$ cat src/rtl/timer_cmd_tx_pkg.sv
// timer_proto_pkg
// Definitions shared by both ends of the serial delay-timer protocol: the
// initiator FSM state type, the default start pattern and delay width, and the
// number of clock ticks the remote timer counts per delay unit.
package timer_proto_pkg;

  localparam logic [3:0] PATTERN_DEFAULT = 4'b1101;
  localparam int         DELAY_W_DEFAULT = 4;
  localparam int         TICKS_PER_UNIT  = 1000;

  typedef enum logic [2:0] {
    IDLE,
    PREAMBLE,
    DELAY,
    WAIT_DONE,
    ACK,
    GAP
  } tx_state_t;

endpackage

$ cat src/rtl/timer_cmd_tx_if.sv
// timer_cmd_tx_if
// Command and response bundle between the control logic (master) and the
// timer command transmitter (slave).
//   cmd_valid   master -> slave  command request
//   cmd_delay   master -> slave  delay value, sampled on handshake
//   cmd_ready   slave -> master  transmitter idle and able to accept
//   rsp_valid   slave -> master  1-cycle response pulse, no backpressure
//   rsp_timeout slave -> master  1 = the timer never reported done
//   rsp_cycles  slave -> master  cycles spent waiting for done
interface timer_cmd_tx_if #(
  parameter int DELAY_W = 4,
  parameter int CNT_W   = 16
) ();

  logic               cmd_valid;
  logic               cmd_ready;
  logic [DELAY_W-1:0] cmd_delay;
  logic               rsp_valid;
  logic               rsp_timeout;
  logic [CNT_W-1:0]   rsp_cycles;

  modport master (
    output cmd_valid, cmd_delay,
    input  cmd_ready, rsp_valid, rsp_timeout, rsp_cycles
  );

  modport slave (
    input  cmd_valid, cmd_delay,
    output cmd_ready, rsp_valid, rsp_timeout, rsp_cycles
  );

endinterface

$ cat src/rtl/timer_cmd_tx_serializer.sv
// timer_cmd_serializer
// Loads one command frame ({start pattern, delay}) and shifts it out MSB first,
// one bit per clock. The line bit is taken straight from the top flop of the
// shift register, and zeros shift in behind the frame, so the line returns to
// 0 by itself once the frame is finished and is 0 immediately on reset.
//   clk       rising-edge clock
//   reset_n   asynchronous active-low reset
//   load      capture load_word; its MSB is on the line the next cycle
//   load_word frame to send, MSB first
//   data      serial line (flop output)
//   last_bit  high while the final frame bit is on the line
module timer_cmd_serializer #(
  parameter int FRAME_W = 8
) (
  input  logic               clk,
  input  logic               reset_n,
  input  logic               load,
  input  logic [FRAME_W-1:0] load_word,
  output logic               data,
  output logic               last_bit
);

  localparam int IDX_W = $clog2(FRAME_W);

  logic [FRAME_W-1:0] shreg;
  logic [IDX_W-1:0]   idx;
  logic               active;

  always_ff @(posedge clk or negedge reset_n) begin
    if (!reset_n) begin
      shreg  <= '0;
      idx    <= '0;
      active <= 1'b0;
    end else if (load) begin
      shreg  <= load_word;
      idx    <= '0;
      active <= 1'b1;
    end else if (active) begin
      shreg <= {shreg[FRAME_W-2:0], 1'b0};
      idx   <= idx + 1'b1;
      if (last_bit) begin
        active <= 1'b0;
      end
    end
  end

  assign data     = shreg[FRAME_W-1];
  assign last_bit = active && (idx == IDX_W'(FRAME_W - 1));

endmodule

$ cat src/rtl/timer_cmd_tx.sv
// timer_cmd_tx
// Initiator side of the serial delay-timer protocol. Accepts a delay command,
// sends the start pattern and the delay bits MSB first on 'data', waits for
// the remote timer's done, pulses ack, and reports completion or timeout.
// After each command the line is held at 0 for GAP_CYC cycles so the timer can
// re-arm its pattern search.
//   clk         rising-edge clock
//   reset_n     asynchronous active-low reset
//   cmd_if      command/response bundle (slave side)
//   data        serial line to the timer (registered)
//   timer_done  timer's done level, held until ack
//   ack         registered 1-cycle acknowledge to the timer
//   busy        high in every state except IDLE
module timer_cmd_tx
  import timer_proto_pkg::*;
#(
  parameter int         DELAY_W     = DELAY_W_DEFAULT,
  parameter logic [3:0] PATTERN     = PATTERN_DEFAULT,
  parameter int         TIMEOUT_CYC = 20000,
  parameter int         GAP_CYC     = 2,
  parameter int         CNT_W       = 16
) (
  input  logic                 clk,
  input  logic                 reset_n,
  timer_cmd_tx_if.slave        cmd_if,
  output logic                 data,
  input  logic                 timer_done,
  output logic                 ack,
  output logic                 busy
);

  localparam int               FRAME_W      = 4 + DELAY_W;
  localparam logic [CNT_W-1:0] TIMEOUT_LAST = CNT_W'(TIMEOUT_CYC - 1);
  localparam logic [3:0]       GAP_LAST     = 4'(GAP_CYC - 1);

  if (TIMEOUT_CYC >= 2**CNT_W) begin : g_bad_cnt_w
    $error("timer_cmd_tx: TIMEOUT_CYC must be below 2**CNT_W");
  end
  if (TIMEOUT_CYC <= 16 * TICKS_PER_UNIT) begin : g_bad_timeout
    $error("timer_cmd_tx: TIMEOUT_CYC must exceed the longest timer delay");
  end
  if (GAP_CYC < 1 || GAP_CYC > 15) begin : g_bad_gap
    $error("timer_cmd_tx: GAP_CYC must be in 1..15");
  end

  tx_state_t        state, state_nxt;
  logic [1:0]       bit_idx, bit_idx_nxt;
  logic [CNT_W-1:0] wait_cnt, wait_cnt_nxt;
  logic [3:0]       gap_cnt, gap_cnt_nxt;
  logic             ack_nxt;
  logic             rsp_valid_q, rsp_valid_nxt;
  logic             rsp_timeout_q, rsp_timeout_nxt;
  logic [CNT_W-1:0] rsp_cycles_q, rsp_cycles_nxt;
  logic             ser_load;
  logic             ser_last_bit;

  timer_cmd_serializer #(
    .FRAME_W (FRAME_W)
  ) u_serializer (
    .clk       (clk),
    .reset_n   (reset_n),
    .load      (ser_load),
    .load_word ({PATTERN, cmd_if.cmd_delay}),
    .data      (data),
    .last_bit  (ser_last_bit)
  );

  always_ff @(posedge clk or negedge reset_n) begin
    if (!reset_n) begin
      state         <= IDLE;
      bit_idx       <= '0;
      wait_cnt      <= '0;
      gap_cnt       <= '0;
      ack           <= 1'b0;
      rsp_valid_q   <= 1'b0;
      rsp_timeout_q <= 1'b0;
      rsp_cycles_q  <= '0;
    end else begin
      state         <= state_nxt;
      bit_idx       <= bit_idx_nxt;
      wait_cnt      <= wait_cnt_nxt;
      gap_cnt       <= gap_cnt_nxt;
      ack           <= ack_nxt;
      rsp_valid_q   <= rsp_valid_nxt;
      rsp_timeout_q <= rsp_timeout_nxt;
      rsp_cycles_q  <= rsp_cycles_nxt;
    end
  end

  // ack and rsp_valid are computed one cycle early so that both come straight
  // from flops; the response fields hold their last value between pulses.
  // A done seen on the final wait cycle takes priority over the timeout.
  always_comb begin
    state_nxt       = state;
    bit_idx_nxt     = bit_idx;
    wait_cnt_nxt    = wait_cnt;
    gap_cnt_nxt     = gap_cnt;
    ack_nxt         = 1'b0;
    rsp_valid_nxt   = 1'b0;
    rsp_timeout_nxt = rsp_timeout_q;
    rsp_cycles_nxt  = rsp_cycles_q;
    ser_load        = 1'b0;

    case (state)
      IDLE: begin
        if (cmd_if.cmd_valid) begin
          ser_load    = 1'b1;
          bit_idx_nxt = '0;
          state_nxt   = PREAMBLE;
        end
      end

      PREAMBLE: begin
        if (bit_idx == 2'd3) begin
          bit_idx_nxt = '0;
          state_nxt   = DELAY;
        end else begin
          bit_idx_nxt = bit_idx + 2'd1;
        end
      end

      DELAY: begin
        bit_idx_nxt = bit_idx + 2'd1;
        if (ser_last_bit) begin
          bit_idx_nxt  = '0;
          wait_cnt_nxt = '0;
          state_nxt    = WAIT_DONE;
        end
      end

      WAIT_DONE: begin
        if (timer_done) begin
          ack_nxt         = 1'b1;
          rsp_valid_nxt   = 1'b1;
          rsp_timeout_nxt = 1'b0;
          rsp_cycles_nxt  = wait_cnt;
          state_nxt       = ACK;
        end else if (wait_cnt == TIMEOUT_LAST) begin
          rsp_valid_nxt   = 1'b1;
          rsp_timeout_nxt = 1'b1;
          rsp_cycles_nxt  = wait_cnt + 1'b1;
          gap_cnt_nxt     = '0;
          state_nxt       = GAP;
        end else if (wait_cnt != '1) begin
          wait_cnt_nxt = wait_cnt + 1'b1;
        end
      end

      ACK: begin
        gap_cnt_nxt = '0;
        state_nxt   = GAP;
      end

      GAP: begin
        if (gap_cnt == GAP_LAST) begin
          state_nxt = IDLE;
        end else begin
          gap_cnt_nxt = gap_cnt + 4'd1;
        end
      end

      default: begin
        state_nxt = IDLE;
      end
    endcase
  end

  assign busy               = (state != IDLE);
  assign cmd_if.cmd_ready   = (state == IDLE);
  assign cmd_if.rsp_valid   = rsp_valid_q;
  assign cmd_if.rsp_timeout = rsp_timeout_q;
  assign cmd_if.rsp_cycles  = rsp_cycles_q;

endmodule

$ cat src/flat_wrapper.sv
// flat-port wrapper written by rule: the top's interface ports become plain ports
module timer_cmd_tx_flat import timer_proto_pkg::*;
#(
  parameter int         DELAY_W     = DELAY_W_DEFAULT,
  parameter logic [3:0] PATTERN     = PATTERN_DEFAULT,
  parameter int         TIMEOUT_CYC = 20000,
  parameter int         GAP_CYC     = 2,
  parameter int         CNT_W       = 16
)
  (clk, reset_n, data, timer_done, ack, busy, cmd_if_cmd_valid, cmd_if_cmd_delay, cmd_if_cmd_ready, cmd_if_rsp_valid, cmd_if_rsp_timeout, cmd_if_rsp_cycles);
  timer_cmd_tx_if #(.DELAY_W(DELAY_W), .CNT_W(CNT_W)) cmd_if_i ();
  input  logic clk;
  input  logic reset_n;
  output logic data;
  input  logic timer_done;
  output logic ack;
  output logic busy;
  input wire logic [$bits(cmd_if_i.cmd_valid)-1:0] cmd_if_cmd_valid;
  input wire logic [$bits(cmd_if_i.cmd_delay)-1:0] cmd_if_cmd_delay;
  output wire logic [$bits(cmd_if_i.cmd_ready)-1:0] cmd_if_cmd_ready;
  output wire logic [$bits(cmd_if_i.rsp_valid)-1:0] cmd_if_rsp_valid;
  output wire logic [$bits(cmd_if_i.rsp_timeout)-1:0] cmd_if_rsp_timeout;
  output wire logic [$bits(cmd_if_i.rsp_cycles)-1:0] cmd_if_rsp_cycles;
  assign cmd_if_i.cmd_valid = cmd_if_cmd_valid;
  assign cmd_if_i.cmd_delay = cmd_if_cmd_delay;
  assign cmd_if_cmd_ready = cmd_if_i.cmd_ready;
  assign cmd_if_rsp_valid = cmd_if_i.rsp_valid;
  assign cmd_if_rsp_timeout = cmd_if_i.rsp_timeout;
  assign cmd_if_rsp_cycles = cmd_if_i.rsp_cycles;
  timer_cmd_tx #(.DELAY_W(DELAY_W), .PATTERN(PATTERN), .TIMEOUT_CYC(TIMEOUT_CYC), .GAP_CYC(GAP_CYC), .CNT_W(CNT_W)) u_core (.clk(clk), .reset_n(reset_n), .cmd_if(cmd_if_i), .data(data), .timer_done(timer_done), .ack(ack), .busy(busy));
endmodule
$ cat config.mk
export PLATFORM = sky130hd
export DESIGN_NAME = timer_cmd_tx_flat
export DESIGN_NICKNAME = d
export VERILOG_FILES = /design/src/rtl/timer_cmd_tx_pkg.sv /design/src/rtl/timer_cmd_tx_if.sv /design/src/rtl/timer_cmd_tx_serializer.sv /design/src/rtl/timer_cmd_tx.sv /design/src/flat_wrapper.sv
export SDC_FILE = /design/constraint.sdc
export NUM_CORES = 1
export LEC_CHECK = 0
export ABC_AREA = 1
export BUFFER_PORTS_ARGS = -buffer_cell sky130_fd_sc_hd__clkbuf_2
export CAP_MARGIN = 20
export CORE_ASPECT_RATIO = 0.6
export CORE_MARGIN = 2
export CORE_UTILIZATION = 55
export DETAILED_ROUTE_END_ITERATION = 16
export PLACE_DENSITY = 0.75
export SLEW_MARGIN = 10
export SYNTH_ARGS = -nofsm -noshare
export SYNTH_HDL_FRONTEND = slang
export SYNTH_SLANG_ARGS = --single-unit
$ cat constraint.sdc
create_clock -name clk -period 2.55 [get_ports clk]
set_input_delay 0.6375 -clock clk [delete_from_list [all_inputs] [get_ports clk]]
set_output_delay 0.6375 -clock clk [all_outputs]
set_load 0.1 [all_outputs]
==> flow_summary.yaml, run 1 <==
worst_setup_path:
  cp-start-kind: "flip-flop"
  reg2regPathDepth: 7
  cp.arrival_ns: 1.63
  path_max_fanout: 8
  worstPathRequired_ns: 1.91
  critPathCaptureType: "primary output"
  crit_type: "reg -> out"
global_routing:
  grt_pass1_vias: 2441
  grt_overflow: 0
  grt_max_degree: 25
  antenna_found_initial: 0
  grt.total_usage_pct: 24.1
  grt_first_pass_wirelength_um: 12200
routing:
  drt_first_pass_iters: 6
  vias: 2785
  ant_nets: 0
  route.final.wire_length_um: 7200
  avgViaCountPerCell: 5.30
  drt-wirelength-per-cell_um: 13.7
  drc: 0
  drt_iter0_markers: 219
sta:
  fin_crit_sh_pct: 89.0
  maxSlewViolCount: 0
  tns_ns: 0
  worst_pin_slew_ns: 0.543
  fin_skew_ns: 0.00620
  fin_crit_ns: 2.27
  max-slew-margin-rel_pct: 63.9
  fmax_mhz: 441
  hold_viol: 0
  setup_viol: 0
  rsz0062_at_grt: "no"
clocking:
  clockBufferDepth: 2
  post_cts_resized: 0
  cts_root_buf: "clkbuf_8"
  numClockSinks: 56
  path_clk_slew_ns: 0.11
  htreeDepth: 2
  cts_tree: "yes"
  cts_buffers: 5
  hold_buffers: 0
  cts_setup_buffers: 0
  worstSkewPairLatency_ns: 0.31
finish:
  multi_input_area_sq_um: 1530
  ff_latch_area_sq_um: 1400
  final_cells: 525
  diodes: 0
  final_core_util_pct: 61.8
  final_nets: 458
  fillCellCount: 507
  syn_to_final_growth_pct: 7.67
  layout-drive-gt1-share_pct: 18.2
synthesis:
  muxShareOfSynthArea_pct: 0
  ys_ff_latch: 56
  syn-cell-area_sq_um: 3210
  synthesis.nets: 433
  synth_top_family_by_area: "simple AND/OR/NAND/NOR gates"
  synthCells: 419
  synth_xor_area_share_pct: 2.72
  synthArstFlopShare_pct: 100
  ys_warn_count: 0
  synth.distinct_cells: 35
  synth.avg_cell_area_sq_um: 7.67
  yosysSeqAreaShare_pct: 43.6
  synth_adder_area_share_pct: 2.34
  synth_edf_count: 0
  synth-main-ff-cell: "dfrtp_1"
  synth_compound_area_share_pct: 6.70
  synth-simple-area-share_pct: 35.9
min_path:
  hold_class: "in -> async"
floorplanning:
  rows: 21
  io_pins: 30
  die_area_sq_um: 6490
  coreArea_sq_um: 5600
  die_x_um: 103
  die_h_um: 63.2
  initial_core_util_pct: 57.4
run:
  cap_viol_max_count: 0
placed_design:
  dpl.cell_count: 517
  portBuffers: 29
  place_congestion: 0.884
  dpl.hpwl_um: 5440
pwr:
  total_power_mw: 4.43
  peakVddDrop_mv: 1.25
  p_per_area_nw_per_um2: 1280
  power_leakage_nw: 1.73
status:
  outcome: "completed"
-- layer usage --
layer	track usage, %	vias up	part of all wire (%)
met4	4.17	0	0.53
met3	7.55	5	10
met5	0	-	0
met1	38.9	1286	51
li1	-	1371	-
met2	31.2	123	39
-- through the flow --
step / hold WS, ns / setup WS (ns) / instance area [sq um]
floorplan: 0.342 / 0.259 / 3220
global route: 0.270 / 0.217 / 3460
CTS: 0.264 / 0.283 / 3460
finish: 0.256 / 0.282 / 3460
detailed placement: 0.463 / 0.600 / 3370
global placement: 0.455 / 0.678 / 3370
-- cell usage after synthesis (3+ instances only) --
library cell	instances	area [sq um]
ha_1	6	75.1
nand4_1	9	56.3
xnor2_1	3	26.3
buf_2	6	30.0
buf_6	3	33.8
nand3_2	3	30.0
a21boi_0	3	22.5
o21ai_0	15	75.1
inv_2	5	18.8
xor2_1	7	61.3
inv_1	33	124
dfrtp_1	56	1400
nand2_1	143	537
o211ai_1	3	22.5
nand2_4	3	33.8
a21oi_1	11	55.1
nand3_1	32	160
nor2_2	5	31.3
nor2_1	39	146
nand2_2	14	87.6
-- worst paths after layout --
check | from | endpoint | slack [ns]
setup / recovery | u_core.state[1]$_DFFE_PN0P_ | cmd_if_cmd_ready | 0.28
hold / removal | reset_n | u_core.cmd_if.rsp_timeout$_DFFE_PN0P_ | 0.26
setup reg to reg | u_core.state[1]$_DFFE_PN0P_ | u_core.wait_cnt[4]$_DFFE_PN0P_ | 0.55
hold reg to reg | u_core.cmd_if.rsp_cycles[4]$_DFFE_PN0P_ | u_core.cmd_if.rsp_cycles[4]$_DFFE_PN0P_ | 0.48
max in group asynchronous | reset_n | u_core.bit_idx[0]$_DFFE_PN0P_ | 1.60
min in group clk | u_core.cmd_if.rsp_cycles[4]$_DFFE_PN0P_ | u_core.cmd_if.rsp_cycles[4]$_DFFE_PN0P_ | 0.48
-- flip-flops by register name, indices dropped and copies added, names as in the netlist --
signal,count
u_core.wait_cnt,16
u_core.ack,1
u_core.u_serializer.idx,3
u_core.cmd_if.rsp_timeout,1
u_core.state,3
u_core.cmd_if.rsp_valid,1
u_core.bit_idx,2
u_core.gap_cnt,4
u_core.u_serializer.shreg,8
u_core.cmd_if.rsp_cycles,16
u_core.u_serializer.active,1
-- area by class of cell --
class / count / share of cell area (%)
tap: 80 / 2.89
inverter: 41 / 4.77
timing repair buffer: 32 / 4.84
multi-input combinational: 308 / 44.3
clock inverter: 3 / 0.723
clock buffer: 5 / 1.99
sequential: 56 / 40.5
-- placed cells by master (no fill, tap or decap), types with 2 or more instances in the layout --
cell	synthesis	final
nand2_1	143	142
dfrtp_1	56	56
nor2_1	39	39
inv_1	33	32
nand3_1	32	32
clkbuf_2	0	29
nand2_2	14	15
o21ai_0	15	15
a21oi_1	11	11
nand4_1	9	9
xor2_1	7	7
ha_1	6	6
inv_2	5	5
nor2_2	5	5
clkbuf_8	0	5
nand3_2	3	3
nand2_4	3	3
a21boi_0	3	3
xnor2_1	3	3
o211ai_1	3	3
buf_4	0	3
clkinvlp_4	0	2
clkinv_1	2	2
nor2_4	2	2
a31o_2	2	2
inv_6	0	2
-- critical path, cell delays in order (launching register included) --
cell        delay, ns
dfrtp_1          0.49
nor2_1           0.16
nand2_2          0.12
clkinvlp_4       0.09
clkbuf_2         0.44
-- power breakdown --
| group | total (mW) | switching (mW) | internal [mW] |
|---|---|---|---|
| combinational | 2.54 | 2.06 | 0.482 |
| clock | 0.514 | 0.313 | 0.201 |
| sequential | 1.38 | 0.214 | 1.17 |
-- logic make-up after synthesis --
group / after synthesis
fa+ha+maj: 6
buf+inv: 55
simple gates: 255
flops: 56
xor+xnor: 10
compound gates: 37
Note: power is estimated with default switching activity, not from simulation.
==> inputs of run 2 (changes only) <==
--- a/config.mk
+++ b/config.mk
@@ -13,6 +13,7 @@
 export CORE_UTILIZATION = 55
 export DETAILED_ROUTE_END_ITERATION = 16
 export PLACE_DENSITY = 0.75
+export REMOVE_ABC_BUFFERS = 1
 export SLEW_MARGIN = 10
 export SYNTH_ARGS = -nofsm -noshare
 export SYNTH_HDL_FRONTEND = slang
==> flow_summary.yaml, run 2 (synthesis results as in run 1) <==
sta:
  maxSlewViolCount: 0
  fmax_mhz: 449
  rsz0062_at_grt: "no"
  max-slew-margin-rel_pct: 63.6
  tns_ns: 0
  fin_crit_sh_pct: 87.3
  worst_pin_slew_ns: 0.549
  fin_skew_ns: 0.0114
  fin_crit_ns: 2.23
  setup_viol: 0
  hold_viol: 0
worst_setup_path:
  crit_type: "reg -> out"
  cp.arrival_ns: 1.59
  path_max_fanout: 8
  critPathCaptureType: "primary output"
  r2r_start: "u_core.wait_cnt[0]$_DFFE_PN0P_"
  worstPathRequired_ns: 1.91
  cp-startpoint: "u_core.state[1]$_DFFE_PN0P_"
  cp-start-kind: "flip-flop"
pwr:
  clkPwrFrac_pct: 11.6
  power_leakage_nw: 1.76
  pwr-share-comb_pct: 57.7
  switching_share_pct: 57.9
  p_int_mw: 1.88
  p_per_area_nw_per_um2: 1280
  total_power_mw: 4.46
  peakVddDrop_mv: 0.852
  netSwitchingPower_mw: 2.58
  pwr-share-seq_pct: 30.7
finish:
  layout-drive-gt1-share_pct: 18.3
  mostFrequentLayoutCells: "143 x nand2_1, 56 x dfrtp_1, 39 x nor2_1"
  syn_to_final_growth_pct: 8.60
  stdcell_area_sq_um: 3490
  final_core_util_pct: 62.4
  layout_commonest_cell: "nand2_1"
  diodes: 0
  final_nets: 461
routing:
  drc: 0
  drt_first_pass_iters: 4
  vias: 2779
  ant_nets: 0
  drt-wirelength-per-cell_um: 13.5
  avgViaCountPerCell: 5.26
  drt_iter0_markers: 204
  route.final.wire_length_um: 7100
floorplanning:
  initial_core_util_pct: 57.4
  die_x_um: 103
  die_area_sq_um: 6490
  rows: 21
  die_h_um: 63.2
  coreArea_sq_um: 5600
  io_pins: 30
placed_design:
  dpl.hpwl_um: 5270
  place_congestion: 0.911
  placed_cell_area_sq_um: 3400
  portBuffers: 29
clocking:
  cts_root_buf: "clkbuf_8"
  cts_buffers: 5
  worstSkewPairLatency_ns: 0.32
  path_clk_slew_ns: 0.11
  numClockSinks: 56
  cts_setup_buffers: 0
  cts_tree: "yes"
  clockBufferDepth: 2
  post_cts_resized: 0
  htreeDepth: 2
  hold_buffers: 0
status:
  outcome: "completed"
run:
  cap_viol_max_count: 0
global_routing:
  grt_pass1_vias: 2569
  grt_overflow: 0
  antenna_found_initial: 0
  grt_max_degree: 28
  grt.total_usage_pct: 24.4
  grt_first_pass_wirelength_um: 12300
min_path:
  hold_class: "in -> async"
run 2: changes by cell type in the layout (fill, tap and decap cells not counted), sizes merged:
| cell | change |
|---|---|
| buf | +3 |
| clkinv | +2 |
| clkinvlp | -2 |
run 2: cell type report:
class,instances,area [sq um]
timing repair buffer,35,203
fill,540,2110
multi-input combinational,308,1530
inverter,41,161
clock inverter,3,26.3
tap,80,100
sequential,56,1400
clock buffer,5,68.8
run 2: metrics by stage:
stage | worst slack (ns) | hold slack (ns) | instances
detailed placement | 0.642 | 0.458 | 520
global route | 0.217 | 0.264 | 528
floorplan | -0.489 | 0.342 | 405
global placement | 0.715 | 0.454 | 520
CTS | 0.325 | 0.250 | 528
finish | 0.323 | 0.239 | 528
run 2: worst paths after layout:
path	depth (start not counted)	to	slack, ns
max in group asynchronous	2	u_core.cmd_if.rsp_cycles[4]$_DFFE_PN0P_	1.77
setup reg to reg	9	u_core.wait_cnt[15]$_DFFE_PN0P_	0.59
setup / recovery	4	cmd_if_cmd_ready	0.32
min in group clk	2	u_core.cmd_if.rsp_cycles[2]$_DFFE_PN0P_	0.48
hold / removal	1	u_core.wait_cnt[2]$_DFFE_PN0P_	0.24
hold reg to reg	2	u_core.cmd_if.rsp_cycles[2]$_DFFE_PN0P_	0.48
run 2: power groups by stage:
stage          Combinational, mW  Clock [mW]  Sequential (mW)
2_1_floorplan               1.05           0             2.40
3_3_place_gp                2.54           0             1.37
3_5_place_dp                2.57           0             1.39
4_1_cts                     2.58       0.524             1.37
5_1_grt                     2.77       0.570             1.41
6_report                    2.58       0.517             1.37
run 2: routing by layer:
layer / part of all wire, % / GRT usage [%]
met1: 50 / 37.8
met2: 41 / 34.7
met3: 6.7 / 4.44
met4: 1.4 / 6.50
met5: 0 / 0
run 2: critical path, cell delays in order, from the launching register on:
cell      delay (ns)
dfrtp_1         0.49
nor2_1          0.12
nand2_1         0.12
inv_1           0.09
clkbuf_2        0.45
==> inputs of run 3 (changes only) <==
--- a/config.mk
+++ b/config.mk
@@ -9,9 +9,10 @@
 export BUFFER_PORTS_ARGS = -buffer_cell sky130_fd_sc_hd__clkbuf_2
 export CAP_MARGIN = 20
 export CORE_ASPECT_RATIO = 0.6
-export CORE_MARGIN = 2
+export CORE_MARGIN = 5
 export CORE_UTILIZATION = 55
 export DETAILED_ROUTE_END_ITERATION = 16
+export MAX_ROUTING_LAYER = met4
 export PLACE_DENSITY = 0.75
 export REMOVE_ABC_BUFFERS = 1
 export SLEW_MARGIN = 10
==> flow_summary.yaml, run 3 (synthesis results as in run 1) <==
status:
  outcome: "completed"
routing:
  vias: 2699
  drc: 0
  drt_first_pass_iters: 4
  ant_nets: 0
  drt-wirelength-per-cell_um: 13.5
  avgViaCountPerCell: 5.13
  route.final.wire_length_um: 7120
  drt_iter0_markers: 193
finish:
  mostFrequentLayoutCells: "143 x nand2_1, 56 x dfrtp_1, 39 x nor2_1"
  multi_input_area_sq_um: 1530
  layout-drive-gt1-share_pct: 17.9
  final_nets: 459
  layout_commonest_cell: "nand2_1"
  ff_latch_area_sq_um: 1400
  diodes: 0
  fillCellCount: 533
  stdcell_area_sq_um: 3460
  syn_to_final_growth_pct: 7.67
sta:
  rsz0062_at_grt: "no"
  fin_crit_sh_pct: 86.2
  fin_crit_ns: 2.20
  hold_viol: 0
  fmax_mhz: 455
  worst_pin_slew_ns: 0.564
  setup_viol: 0
  maxSlewViolCount: 0
  tns_ns: 0
  fin_ws_ns: 0.352
  max-slew-margin-rel_pct: 62.4
  fin_skew_ns: 0.00926
placed_design:
  portBuffers: 29
  place_ws_ns: 0.527
  place_congestion: 0.907
  dpl.hpwl_um: 5300
  placed_cell_area_sq_um: 3370
clocking:
  path_clk_slew_ns: 0.10
  numClockSinks: 56
  cts_root_buf: "clkbuf_8"
  cts_setup_buffers: 0
  hold_buffers: 0
  htreeDepth: 2
  clockBufferDepth: 2
  worstSkewPairLatency_ns: 0.32
  cts_buffers: 5
  cts_tree: "yes"
  post_cts_resized: 0
worst_setup_path:
  reg2regPathDepth: 8
  path_max_fanout: 7
  r2r_end: "u_core.wait_cnt[2]$_DFFE_PN0P_"
  r2r_start: "u_core.wait_cnt[0]$_DFFE_PN0P_"
  critPathCaptureType: "primary output"
  cp-start-kind: "flip-flop"
  rrSetupSlack_ns: 0.58
  worstPathRequired_ns: 1.91
  crit_type: "reg -> out"
  cp.arrival_ns: 1.56
pwr:
  peakVddDrop_mv: 0.731
  power_leakage_nw: 1.74
  p_per_area_nw_per_um2: 1280
  total_power_mw: 4.42
global_routing:
  antenna_found_initial: 0
  grt_max_degree: 25
  grt_overflow: 0
  grt_first_pass_wirelength_um: 12200
  grt.total_usage_pct: 20.9
  grt_pass1_vias: 2427
floorplanning:
  io_pins: 30
  coreArea_sq_um: 5620
  initial_core_util_pct: 57.2
  die_h_um: 69.2
  die_x_um: 109
  rows: 21
  die_area_sq_um: 7520
min_path:
  hold_class: "in -> async"
run:
  cap_viol_max_count: 0
-- run 3: report_power, final --
part | internal [mW] | switching, mW | total [mW] | leakage (nW)
logic | 0.483 | 2.05 | 2.53 | 0.964
registers | 1.17 | 0.207 | 1.37 | 0.735
clock network | 0.195 | 0.312 | 0.508 | 0.0404
total | 1.84 | 2.57 | 4.42 | 1.74
-- run 3: worst max path at each step --
stage	from	endpoint	slack (ns)	cells past startpoint
finish	u_core.state[0]$_DFFE_PN0P_	cmd_if_cmd_ready	0.35	4
global route	u_core.state[1]$_DFFE_PN0P_	cmd_if_cmd_ready	0.24	4
CTS	u_core.state[0]$_DFFE_PN0P_	cmd_if_cmd_ready	0.34	4
detailed placement	timer_done	u_core.wait_cnt[2]$_DFFE_PN0P_	0.53	8
global placement	timer_done	u_core.wait_cnt[5]$_DFFE_PN0P_	0.63	8
floorplan	u_core.state[1]$_DFFE_PN0P_	u_core.u_serializer.idx[1]$_DFFE_PN0P_	-0.49	8
-- run 3: cell type report --
cell class	instances	area share (%)
clock buffers	5	1.99
flip-flops and latches	56	40.5
multi-input cells	308	44.2
inverters	41	4.66
clock inverters	3	0.687
well taps	80	2.89
repair buffers	33	5.06
-- run 3: stage by stage --
stage / instances / utilization, % / hold WS, ns
6_report: 526 / 61.5 / 0.293
3_3_place_gp: 518 / 59.9 / 0.453
3_5_place_dp: 518 / 59.9 / 0.463
2_1_floorplan: 405 / - / 0.342
4_1_cts: 526 / 61.5 / 0.305
5_1_grt: 526 / 61.5 / 0.330
-- run 3: metal layers --
metal	share of wire (%)	global-route usage, %	routed length, um
met4	0.67	4.76	48
met5	0	-	0
met2	41	26.8	2880
met3	6.0	3.81	428
met1	53	33.5	3760
-- run 3: worst max-delay path, cell delays in order, from the launching register on --
cell      delay [ns]
dfrtp_1         0.47
nor2_1          0.13
nand2_1         0.11
inv_1           0.09
clkbuf_2        0.45
